File: config.mk
export PLATFORM = sky130hd
export DESIGN_NAME = frame_bank_scheduler
export DESIGN_NICKNAME = d
export VERILOG_FILES = /design/src/rtl/frame_bank_scheduler.sv
export SDC_FILE = /design/constraint.sdc
export NUM_CORES = 1
export LEC_CHECK = 0
export CORE_MARGIN = 1.5
export CORE_UTILIZATION = 52
export CTS_BUF_LIST = sky130_fd_sc_hd__clkbuf_16
export DETAILED_ROUTE_END_ITERATION = 7
export GPL_TIMING_DRIVEN = 0
export HOLD_SLACK_MARGIN = 0.08
export PLACE_DENSITY = 0.78
export RECOVER_POWER = 50
export REMOVE_ABC_BUFFERS = 1
export SYNTH_ARGS = -nofsm -noshare
export SYNTH_HDL_FRONTEND = slang
export SYNTH_SLANG_ARGS = --single-unit
File: constraint.sdc
create_clock -name clk -period 2.2 [get_ports clk]
set_input_delay 0.44 -clock clk [delete_from_list [all_inputs] [get_ports clk]]
set_output_delay 0.44 -clock clk [all_outputs]
set_load 0.02 [all_outputs]
File: src/rtl/frame_bank_scheduler.sv
// Two-bank frame buffer scheduler between the camera capture writer and the
// display reader. It skips warm-up frames after reset and then ping-pongs the
// writer across the banks while the reader always gets the newest complete frame.
module frame_bank_scheduler #(
  parameter int unsigned SKIP_FRAMES = 3,
  parameter int unsigned CNT_W       = 8
) (
  input  logic             clk,
  input  logic             irst_n,
  input  logic             cam_frame_start,
  input  logic             cam_frame_end,
  input  logic             cap_en,
  input  logic             lcd_req,
  input  logic             lcd_done,
  output logic             warmup_done,
  output logic             wr_en,
  output logic             wr_bank,
  output logic             rd_grant,
  output logic             rd_bank,
  output logic [CNT_W-1:0] overwrite_cnt,
  output logic             sync_err
);

  // One spare bit keeps the width non-zero when SKIP_FRAMES is 0.
  localparam int unsigned    WarmW      = $clog2(SKIP_FRAMES + 1) + 1;
  localparam logic [WarmW-1:0] WarmTarget = WarmW'(SKIP_FRAMES);

  typedef enum logic [1:0] {
    BkFree,
    BkWriting,
    BkReady,
    BkReading
  } bank_st_e;

  bank_st_e             bank_q [2];
  bank_st_e             bank_d [2];
  logic                 newest_q, newest_d;
  logic [WarmW-1:0]     warm_cnt_q, warm_cnt_d;
  logic                 warmup_done_q, warmup_done_d;
  logic                 wr_en_q, wr_en_d;
  logic                 wr_bank_q, wr_bank_d;
  logic                 rd_grant_q, rd_grant_d;
  logic                 rd_bank_q, rd_bank_d;
  logic [CNT_W-1:0]     ovw_cnt_q, ovw_cnt_d;
  logic                 sync_err_q, sync_err_d;

  // Decoded view of the registered bank state.
  logic       writing_q;
  logic       wr_idx;
  logic [1:0] free_q;
  logic [1:0] ready_q;
  logic       end_fire;
  logic       gnt_fire;
  logic       gnt_idx;
  logic [1:0] ready_after;
  logic [1:0] cand;
  logic       newest_after;
  logic       pick_found;
  logic       pick_idx;
  logic       pick_ovw;

  // Decode bank states and the event qualifiers for this cycle.
  always_comb begin
    free_q[0]  = (bank_q[0] == BkFree);
    free_q[1]  = (bank_q[1] == BkFree);
    ready_q[0] = (bank_q[0] == BkReady);
    ready_q[1] = (bank_q[1] == BkReady);
    writing_q  = (bank_q[0] == BkWriting) || (bank_q[1] == BkWriting);
    wr_idx     = (bank_q[1] == BkWriting);

    end_fire = cam_frame_end && writing_q;

    // Reader takes the newest READY bank; fall back to the other one when the
    // newest pointer no longer names a READY bank.
    gnt_fire = lcd_req && !rd_grant_q && (ready_q != 2'b00);
    gnt_idx  = ready_q[newest_q] ? newest_q : ~newest_q;

    // READY candidates for overwrite, seen after this cycle's frame end, minus
    // any bank the reader is being granted right now.
    ready_after[0] = ready_q[0] || (end_fire && !wr_idx);
    ready_after[1] = ready_q[1] || (end_fire && wr_idx);
    cand[0]        = ready_after[0] && !(gnt_fire && !gnt_idx);
    cand[1]        = ready_after[1] && !(gnt_fire && gnt_idx);
    newest_after   = end_fire ? wr_idx : newest_q;
  end

  // Writer bank choice: FREE lowest index first, else the oldest unread READY bank.
  // A bank released by lcd_done this cycle is still READING in bank_q, so it is skipped.
  always_comb begin
    pick_found = 1'b0;
    pick_idx   = 1'b0;
    pick_ovw   = 1'b0;
    if (free_q[0]) begin
      pick_found = 1'b1;
      pick_idx   = 1'b0;
    end else if (free_q[1]) begin
      pick_found = 1'b1;
      pick_idx   = 1'b1;
    end else if (cand[0] && cand[1]) begin
      pick_found = 1'b1;
      pick_idx   = ~newest_after;
      pick_ovw   = 1'b1;
    end else if (cand[0]) begin
      pick_found = 1'b1;
      pick_idx   = 1'b0;
      pick_ovw   = 1'b1;
    end else if (cand[1]) begin
      pick_found = 1'b1;
      pick_idx   = 1'b1;
      pick_ovw   = 1'b1;
    end
  end

  // Warm-up counter: counts frame ends until the skip target is reached.
  always_comb begin
    warm_cnt_d = warm_cnt_q;
    if (cam_frame_end && !warmup_done_q && (warm_cnt_q != WarmTarget)) begin
      warm_cnt_d = warm_cnt_q + 1'b1;
    end
    warmup_done_d = warmup_done_q || (warm_cnt_d == WarmTarget);
  end

  // Next-state for banks, pointers and registered outputs.
  always_comb begin
    bank_d[0]  = bank_q[0];
    bank_d[1]  = bank_q[1];
    newest_d   = newest_q;
    wr_en_d    = wr_en_q;
    wr_bank_d  = wr_bank_q;
    rd_grant_d = rd_grant_q;
    rd_bank_d  = rd_bank_q;
    ovw_cnt_d  = ovw_cnt_q;
    sync_err_d = sync_err_q;

    // Read end releases the granted bank.
    if (lcd_done && rd_grant_q) begin
      bank_d[rd_bank_q] = BkFree;
      rd_grant_d        = 1'b0;
    end

    // Read grant uses pre-cycle READY banks only.
    if (gnt_fire) begin
      bank_d[gnt_idx] = BkReading;
      rd_grant_d      = 1'b1;
      rd_bank_d       = gnt_idx;
    end

    // Capture end is handled before any capture start in the same cycle.
    if (end_fire) begin
      bank_d[wr_idx] = BkReady;
      newest_d       = wr_idx;
      wr_en_d        = 1'b0;
    end

    if (cam_frame_start && warmup_done_q) begin
      if (writing_q && !end_fire) begin
        // Start without end: restart the same bank and flag the sync error.
        sync_err_d = 1'b1;
      end else if (cap_en && pick_found) begin
        bank_d[pick_idx] = BkWriting;
        wr_en_d          = 1'b1;
        wr_bank_d        = pick_idx;
        if (pick_ovw && (ovw_cnt_q != {CNT_W{1'b1}})) begin
          ovw_cnt_d = ovw_cnt_q + 1'b1;
        end
      end
    end
  end

  // State register with asynchronous active-low reset.
  always_ff @(posedge clk or negedge irst_n) begin
    if (!irst_n) begin
      bank_q[0]     <= BkFree;
      bank_q[1]     <= BkFree;
      newest_q      <= 1'b0;
      warm_cnt_q    <= '0;
      warmup_done_q <= 1'b0;
      wr_en_q       <= 1'b0;
      wr_bank_q     <= 1'b0;
      rd_grant_q    <= 1'b0;
      rd_bank_q     <= 1'b0;
      ovw_cnt_q     <= '0;
      sync_err_q    <= 1'b0;
    end else begin
      bank_q[0]     <= bank_d[0];
      bank_q[1]     <= bank_d[1];
      newest_q      <= newest_d;
      warm_cnt_q    <= warm_cnt_d;
      warmup_done_q <= warmup_done_d;
      wr_en_q       <= wr_en_d;
      wr_bank_q     <= wr_bank_d;
      rd_grant_q    <= rd_grant_d;
      rd_bank_q     <= rd_bank_d;
      ovw_cnt_q     <= ovw_cnt_d;
      sync_err_q    <= sync_err_d;
    end
  end

  assign warmup_done   = warmup_done_q;
  assign wr_en         = wr_en_q;
  assign wr_bank       = wr_bank_q;
  assign rd_grant      = rd_grant_q;
  assign rd_bank       = rd_bank_q;
  assign overwrite_cnt = ovw_cnt_q;
  assign sync_err      = sync_err_q;

  // Structural invariants of the bank ownership scheme.
  a_one_writer : assert property (@(posedge clk) disable iff (!irst_n)
    !((bank_q[0] == BkWriting) && (bank_q[1] == BkWriting)));
  a_one_reader : assert property (@(posedge clk) disable iff (!irst_n)
    !((bank_q[0] == BkReading) && (bank_q[1] == BkReading)));
  a_rd_owned : assert property (@(posedge clk) disable iff (!irst_n)
    rd_grant_q |-> (bank_q[rd_bank_q] == BkReading));
  a_wr_owned : assert property (@(posedge clk) disable iff (!irst_n)
    wr_en_q |-> (bank_q[wr_bank_q] == BkWriting));

endmodule
==> results of run 1 <==
## cell type report
| cell class | instances | area, µm² |
|---|---|---|
| Clock inverter | 1 | 3.754 |
| Fill cell | 177 | 710.7 |
| Multi-Input combinational cell | 91 | 685.7 |
| Inverter | 4 | 15.01 |
| Tap cell | 28 | 35.03 |
| Timing Repair Buffer | 20 | 200.2 |
| Sequential cell | 22 | 550.5 |
| Clock buffer | 3 | 75.07 |
## worst max-delay path, stage by stage
cell	delay, ns
clkdlybuf4s50_1	0.72
a21oi_1	0.14
nand4bb_2	0.45
nor2_4	0.23
mux2_4	0.31
## final timing paths
| kind | start | end | slack, ns | depth (start not counted) |
|---|---|---|---|---|
| min | sync_err | sync_err | 0.48 | 1 |
| min reg2reg | sync_err | sync_err | 0.48 | 1 |
| max in group asynchronous | irst_n | rd_bank | 0.76 | 1 |
| max reg2reg | bank_q[1] | overwrite_cnt[1] | 0.14 | 5 |
| min in group asynchronous | irst_n | wr_bank | 0.81 | 1 |
| max | cam_frame_end | overwrite_cnt[1] | 0.05 | 5 |
## logic make-up (layout without fill, tap and decap cells)
logic type                 count (synthesis)  in the layout
AOI/OAI and AO/OA                         28             28
xor gates and xnor gates                   8              8
adders and majority gates                  3              3
buffers and inverters                      8             28
DFF                                       22             22
muxes                                      3              3
and+or+nand+nor                           49             49
## registers in the layout, indices dropped and copies added, names as in the netlist
signal,cells
wr_bank,1
rd_bank,1
warm_cnt_q,3
warmup_done,1
wr_en,1
sync_err,1
bank_q,4
rd_grant,1
overwrite_cnt,8
newest_q,1
## through the flow
| stage | setup WS, ns | instance area, µm² | hold WS [ns] | cells | setup TNS (ns) |
|---|---|---|---|---|---|
| 5_1_grt | 0.01300 | 1565 | 0.4992 | 169 | 0 |
| 6_report | 0.04960 | 1565 | 0.4752 | 169 | 0 |
| 4_1_cts | 0.08248 | 1568 | 0.4851 | 169 | 0 |
| 3_5_place_dp | -0.3101 | 1484 | 0.4678 | 165 | -1.991 |
| 2_1_floorplan | 0.3306 | 1249 | 0.1444 | 117 | 0 |
| 3_3_place_gp | -0.2970 | 1484 | 0.4512 | 165 | -1.764 |
## power groups by stage
stage                     Clock (mW)  Combinational, mW  Sequential (mW)
after floorplan                    0              0.625            0.812
after global placement             0              0.973            0.755
after detailed placement           0              0.994            0.765
after CTS                      0.391               1.01            0.761
after global routing           0.407               1.09            0.787
final                          0.382              0.988            0.760
## routing by layer
metal | up-vias | GRT usage [%] | routed length, µm | share of wire [%]
li1 | 468 | - | - | -
met4 | 0 | 7.692 | 21 | 0.84
met1 | 452 | 26.79 | 1210 | 49
met3 | 4 | 3.429 | 119 | 4.8
met5 | - | 0 | 0 | 0
met2 | 24 | 33.13 | 1137 | 46
## cells in the final DEF (no fill, tap or decap), drive strengths merged, types with 2 or more instances in the layout
cell type,n
dfrtp,22
clkdlybuf4s50,16
nand2,11
xor2,8
nand3,8
nor2,8
a21oi,6
o21ai,5
nand2b,5
nor3,5
inv,4
dlygate4sd3,4
ha,3
clkbuf,3
nor2b,3
nand3b,2
and2b,2
o211ai,2
a21boi,2
a211oi,2
nor4,2
mux2,2
a21o,2
## repair_timing
item | 4_1_cts | 5_1_grt
setup buffers | 0 | 0
endpoints found under the hold margin | 0 | 0
resized for setup | 1 | 1
setup endpoints to repair | 3 | 1
==> reports/qor.yml, run 1 <==
pwr:
  power.net_switching_mw: 0.8686
  total_power_mw: 2.130
  ir_drop_mv: 0.7525
  p_clk_share_pct: 17.9
  power_density_nw_per_um2: 1361
  comb_power_share_pct: 46.4
  power.internal_mw: 1.261
  p_leak_nw: 0.6727
  swShare_pct: 40.79
  p_seq_share_pct: 35.7
synth:
  synth_common_cells: "dfrtp_1 (22), nand2_1 (11), nand3_1 (8), xor2_1 (8), nor2_1 (7)"
  synth_xor_area_share_pct: 5.432
  yosys-top-cells-area: "dfrtp_1 (43%), xor2_1 (5.4%), nor4_4 (3.3%), nand2_1 (3.2%), nand3_1 (3.1%)"
  ys.flop_type: "dfrtp_1"
  synthCells: 121
  yosysWarnings: 0
  ys_seq_area_share_pct: 42.68
  yosysTopAreaCell: "dfrtp_1"
  synthDistinctLibCells: 41
  synth-simple-area-share_pct: 24.05
  yosysMostFrequentCell: "dfrtp_1"
  syn_area_um2: 1290
  synth-async-reset-ratio_pct: 100.0
  synth-seq-cells: 22
  synth_top_family_by_area: "simple AND/OR/NAND/NOR gates"
  synth_compound_area_share_pct: 17.75
  syn_area_per_cell_um2: 10.66
  synth-edff-count: 0
  synth_top_area_share_pct: 42.68
  synth_adder_area_share_pct: 2.910
  synth_mux_area_share_pct: 2.813
clocking:
  cts_hold_buf: 0
  cts_buffers: 3
  cts_tree: "done"
  cts.clk_slew.worst_paths_ns: 0.06
  clock_path_buffers: 2
  clock-root-buffer: "clkbuf_16"
  clk_latency_ns: 0.25
  clock-sinks: 22
  htreeDepth: 1
worst_hold_path:
  worstHoldPathType: "register to register"
detailed_routing:
  drtIter0Drc: 16
  ant_nets: 0
  vias: 948
  route.detailed.drc: 0
  viasPerCell: 5.609
  first_pass_iters: 4
  totalWireLength_mm: 2.488
  wire_per_inst_um: 14.72
floorplan:
  dieArea_um2: 2788
  placementRows: 17
  io_pins: 21
  die_y_um: 52.81
  core-area_um2: 2276
  start_util_pct: 56.68
  die_w_um: 52.81
timing:
  tightest_slew_ns: 1.028
  hold_viol_final: 0
  finalCritPeriodShare_pct: 97.75
  clock.fmax_mhz: 465.0
  drv_slew: 0
  grt_setup_unrepaired: "no"
  fin_skew_ns: 0.003982
  fin_crit_ns: 2.150
  setup_violations: 0
  relSlewSlack_pct: 31.22
global_route:
  grt_usage_pct: 20.29
  grt-ovfl-total: 0
  grt_pass1_wl_mm: 4.133
  grt_pass1_vias: 951
  grt_max_degree: 23
  antenna_found_initial: 0
cells_and_area:
  syn2layout_area_growth_pct: 21.34
  drive_above_1_share_pct: 13.48
  utilization_pct: 68.77
  fin_nets: 152
  insertedDiodeCount: 0
worst_setup_path:
  worstPathArrival_ns: 2.29
  crit_type: "input port to register"
  cp-end-kind: "register"
  crit_path_start_kind: "input port"
  required_ns: 2.34
  critical_path.max_fanout: 10
place:
  dp_hpwl_mm: 1.749
  place_congestion: 0.8129
  numPortBuffers: 20
job:
  max-cap-violations: 0
status:
  status: "finished clean"
No activity file was read; power rests on OpenSTA's default activity.
==> inputs of run 2 (changes only) <==
- clock period: 2.2 -> 2.1 ns (I/O delays scaled with it)
==> run 2 against run 1 <==
First-iteration DRC count down 6.3%. Non-clock buffer count unchanged. Sequential share of layout area down 0.31 points. Global-route usage unchanged. Critical path depth increased by 1. Wire length down 0.64%. Sequential cell count stayed put. Power is 6.1% higher. Clock power is 4% higher. Hold slack gained 0.00090 ns. Clock skew about the same. Utilization is 0.60 points higher. Critical endpoint unchanged. Critical path type unchanged.
==> reports/qor.yml, run 2 (same netlist as run 1, synthesis figures left out) <==
status:
  status: "finished clean"  # unchanged
cells_and_area:
  final_area_um2: 1579  # was 1565 µm²
  n_fill_cell: 173  # was 177
  layout_common_cells: "dfrtp_1 (22), clkdlybuf4s50_1 (18), nand2_1 (11)"  # was dfrtp_1 (22), clkdlybuf4s50_1 (16), nand2_1 (11)
  drive_above_1_share_pct: 12.06  # was 13.48%
  largest_reg_flops: 8  # unchanged
  insertedDiodeCount: 0  # unchanged
  fin_nets: 152  # unchanged
  mostFrequentLayoutCell: "dfrtp_1"  # unchanged
  regArea_um2: 550.5  # unchanged
  multi_input_area_um2: 696.9  # was 685.7 µm²
  syn2layout_area_growth_pct: 22.41  # was 21.34%
clocking:
  clock-root-buffer: "clkbuf_16"  # unchanged
  cts_tree: "done"  # unchanged
  clock_path_buffers: 2  # unchanged
  htreeDepth: 1  # unchanged
  clk_latency_ns: 0.25  # about the same
  cts_buffers: 3  # unchanged
  cts_setup_buffers: 0  # unchanged
  clock-sinks: 22  # unchanged
  cts.clk_slew.worst_paths_ns: 0.06  # about the same
detailed_routing:
  ant_nets: 0  # unchanged
  totalWireLength_mm: 2.472  # was 2.488 mm
  vias: 942  # was 948
  drtIter0Drc: 15  # was 16
  route.detailed.drc: 0  # unchanged
  viasPerCell: 5.574  # was 5.609
  first_pass_iters: 4  # unchanged
  wire_per_inst_um: 14.63  # was 14.72 µm
worst_setup_path:
  crit_family: "compound AO/OA/AOI/OAI gates"  # was buffers and inverters
  crit_buf_inv: 1  # unchanged
  crit_type: "input port to register"  # unchanged
  cp_cell_sequence: "clkdlybuf4s50_1 -> nand2b_1 -> a2111oi_4 -> a32o_4 -> nor2_4 -> mux2_4"  # was clkdlybuf4s50_1 -> a21oi_1 -> nand4bb_2 -> nor2_4 -> mux2_4
  critical_path.max_fanout: 7  # was 10
  worstPathArrival_ns: 2.14  # was 2.29 ns
  cpMaxStageDelayCell: "clkdlybuf4s50_1"  # unchanged
  cpPeakStageDelay_ns: 0.50  # was 0.72 ns
  cp-end-kind: "register"  # unchanged
  crit_path_start_kind: "input port"  # unchanged
  required_ns: 2.23  # was 2.34 ns
place:
  placed_cell_area_um2: 1484  # unchanged
  dp_hpwl_mm: 1.749  # unchanged
  numPortBuffers: 20  # unchanged
  place_congestion: 0.8129  # unchanged
job:
  max-cap-violations: 0  # unchanged
floorplan:
  core-area_um2: 2276  # unchanged
  die_y_um: 52.81  # unchanged
  io_pins: 21  # unchanged
  dieArea_um2: 2788  # unchanged
  start_util_pct: 56.68  # unchanged
  die_w_um: 52.81  # unchanged
  placementRows: 17  # unchanged
pwr:
  power_density_nw_per_um2: 1430  # was 1361 nW/µm²
  p_clk_share_pct: 17.7  # was 17.9%
  p_leak_nw: 0.6884  # was 0.6727 nW
  ir_drop_mv: 0.7868  # was 0.7525 mV
  comb_power_share_pct: 46.9  # was 46.4%
  swShare_pct: 40.67  # was 40.79%
  power.net_switching_mw: 0.9185  # was 0.8686 mW
  power.internal_mw: 1.340  # was 1.261 mW
  p_seq_share_pct: 35.4  # was 35.7%
timing:
  hold_viol_final: 0  # unchanged
  tightest_slew_ns: 1.018  # was 1.028 ns
  drv_slew: 0  # unchanged
  finalCritPeriodShare_pct: 95.61
  fin_skew_ns: 0.004355  # was 0.003982 ns
  setup_violations: 0  # unchanged
  whs_ns: 0.4761  # was 0.4752 ns
  grt_setup_unrepaired: "no"  # unchanged
  relSlewSlack_pct: 31.93  # was 31.22%
  fin_crit_ns: 2.008
  clock.fmax_mhz: 498.1
global_route:
  grt_max_degree: 23  # unchanged
  grt_pass1_wl_mm: 4.133  # unchanged
  grt-ovfl-total: 0  # unchanged
  antenna_found_initial: 0  # unchanged
  grt_usage_pct: 20.29  # unchanged
  grt_pass1_vias: 951  # unchanged
worst_hold_path:
  worstHoldPathType: "register to register"  # unchanged
[run 2: cell count changes in the layout (fill, tap and decap cells not counted), sizes merged]
cell           delta
clkdlybuf4s50     +2
dlymetal6s2s      +1
dlygate4sd3       -3
[run 2: worst reg2reg max path: cells and delay by family, from the launching register on]
family	cells	cell delay [ns]
flip-flops	1	0.50
multiplexers	1	0.29
AND/OR/NAND/NOR	2	0.28
AO/OA/AOI/OAI	2	0.70
[run 2: path summary, 6_finish.rpt]
check                      cells after the start  slack (ns)      start               end
max                                            6        0.09    lcd_req  overwrite_cnt[1]
min                                            1        0.48   sync_err          sync_err
max reg2reg                                    5        0.22  bank_q[0]  overwrite_cnt[1]
min reg2reg                                    1        0.48   sync_err          sync_err
max in group asynchronous                      1        0.69     irst_n           rd_bank
min in group asynchronous                      1        0.79     irst_n           wr_bank
[run 2: repair_timing]
item | CTS | global route
setup endpoints to repair | 7 | 6
gates resized for setup | 1 | 3
pin swaps | 0 | 0
hold buffers | 0 | 0
[run 2: per-stage QoR]
stage	setup slack (ns)	setup TNS [ns]	power (mW)	cells	utilization (%)
finish	0.09222	0	2.259	169	69.38
global route	0.05379	0	2.418	169	69.38
CTS	0.002478	0	2.262	169	68.88
detailed placement	-0.3901	-3.046	1.843	165	65.20
global placement	-0.3770	-2.678	1.811	165	65.20
floorplan	0.2306	0	1.506	117	-
[run 2: power by group through the flow]
stage	clock [mW]	sequential, mW	combinational [mW]
after floorplan	0	0.851	0.655
after global placement	0	0.791	1.02
after detailed placement	0	0.802	1.04
after CTS	0.409	0.797	1.06
after global routing	0.426	0.830	1.16
final	0.399	0.800	1.06
[run 2: area by class of cell]
| class | count | share of cell area, % |
|---|---|---|
| clock buffer | 3 | 4.754 |
| clock inverter | 1 | 0.2377 |
| inverter | 4 | 0.9509 |
| multi-input combinational | 91 | 44.14 |
| sequential | 22 | 34.87 |
| tap | 28 | 2.219 |
| timing repair buffer | 20 | 12.84 |
[run 2: per-layer routing]
metal / GRT usage [%] / part of all wire [%]
met5: 0 / 0
met4: 7.692 / 0.32
met3: 3.429 / 5.1
met2: 33.13 / 46
met1: 26.79 / 48
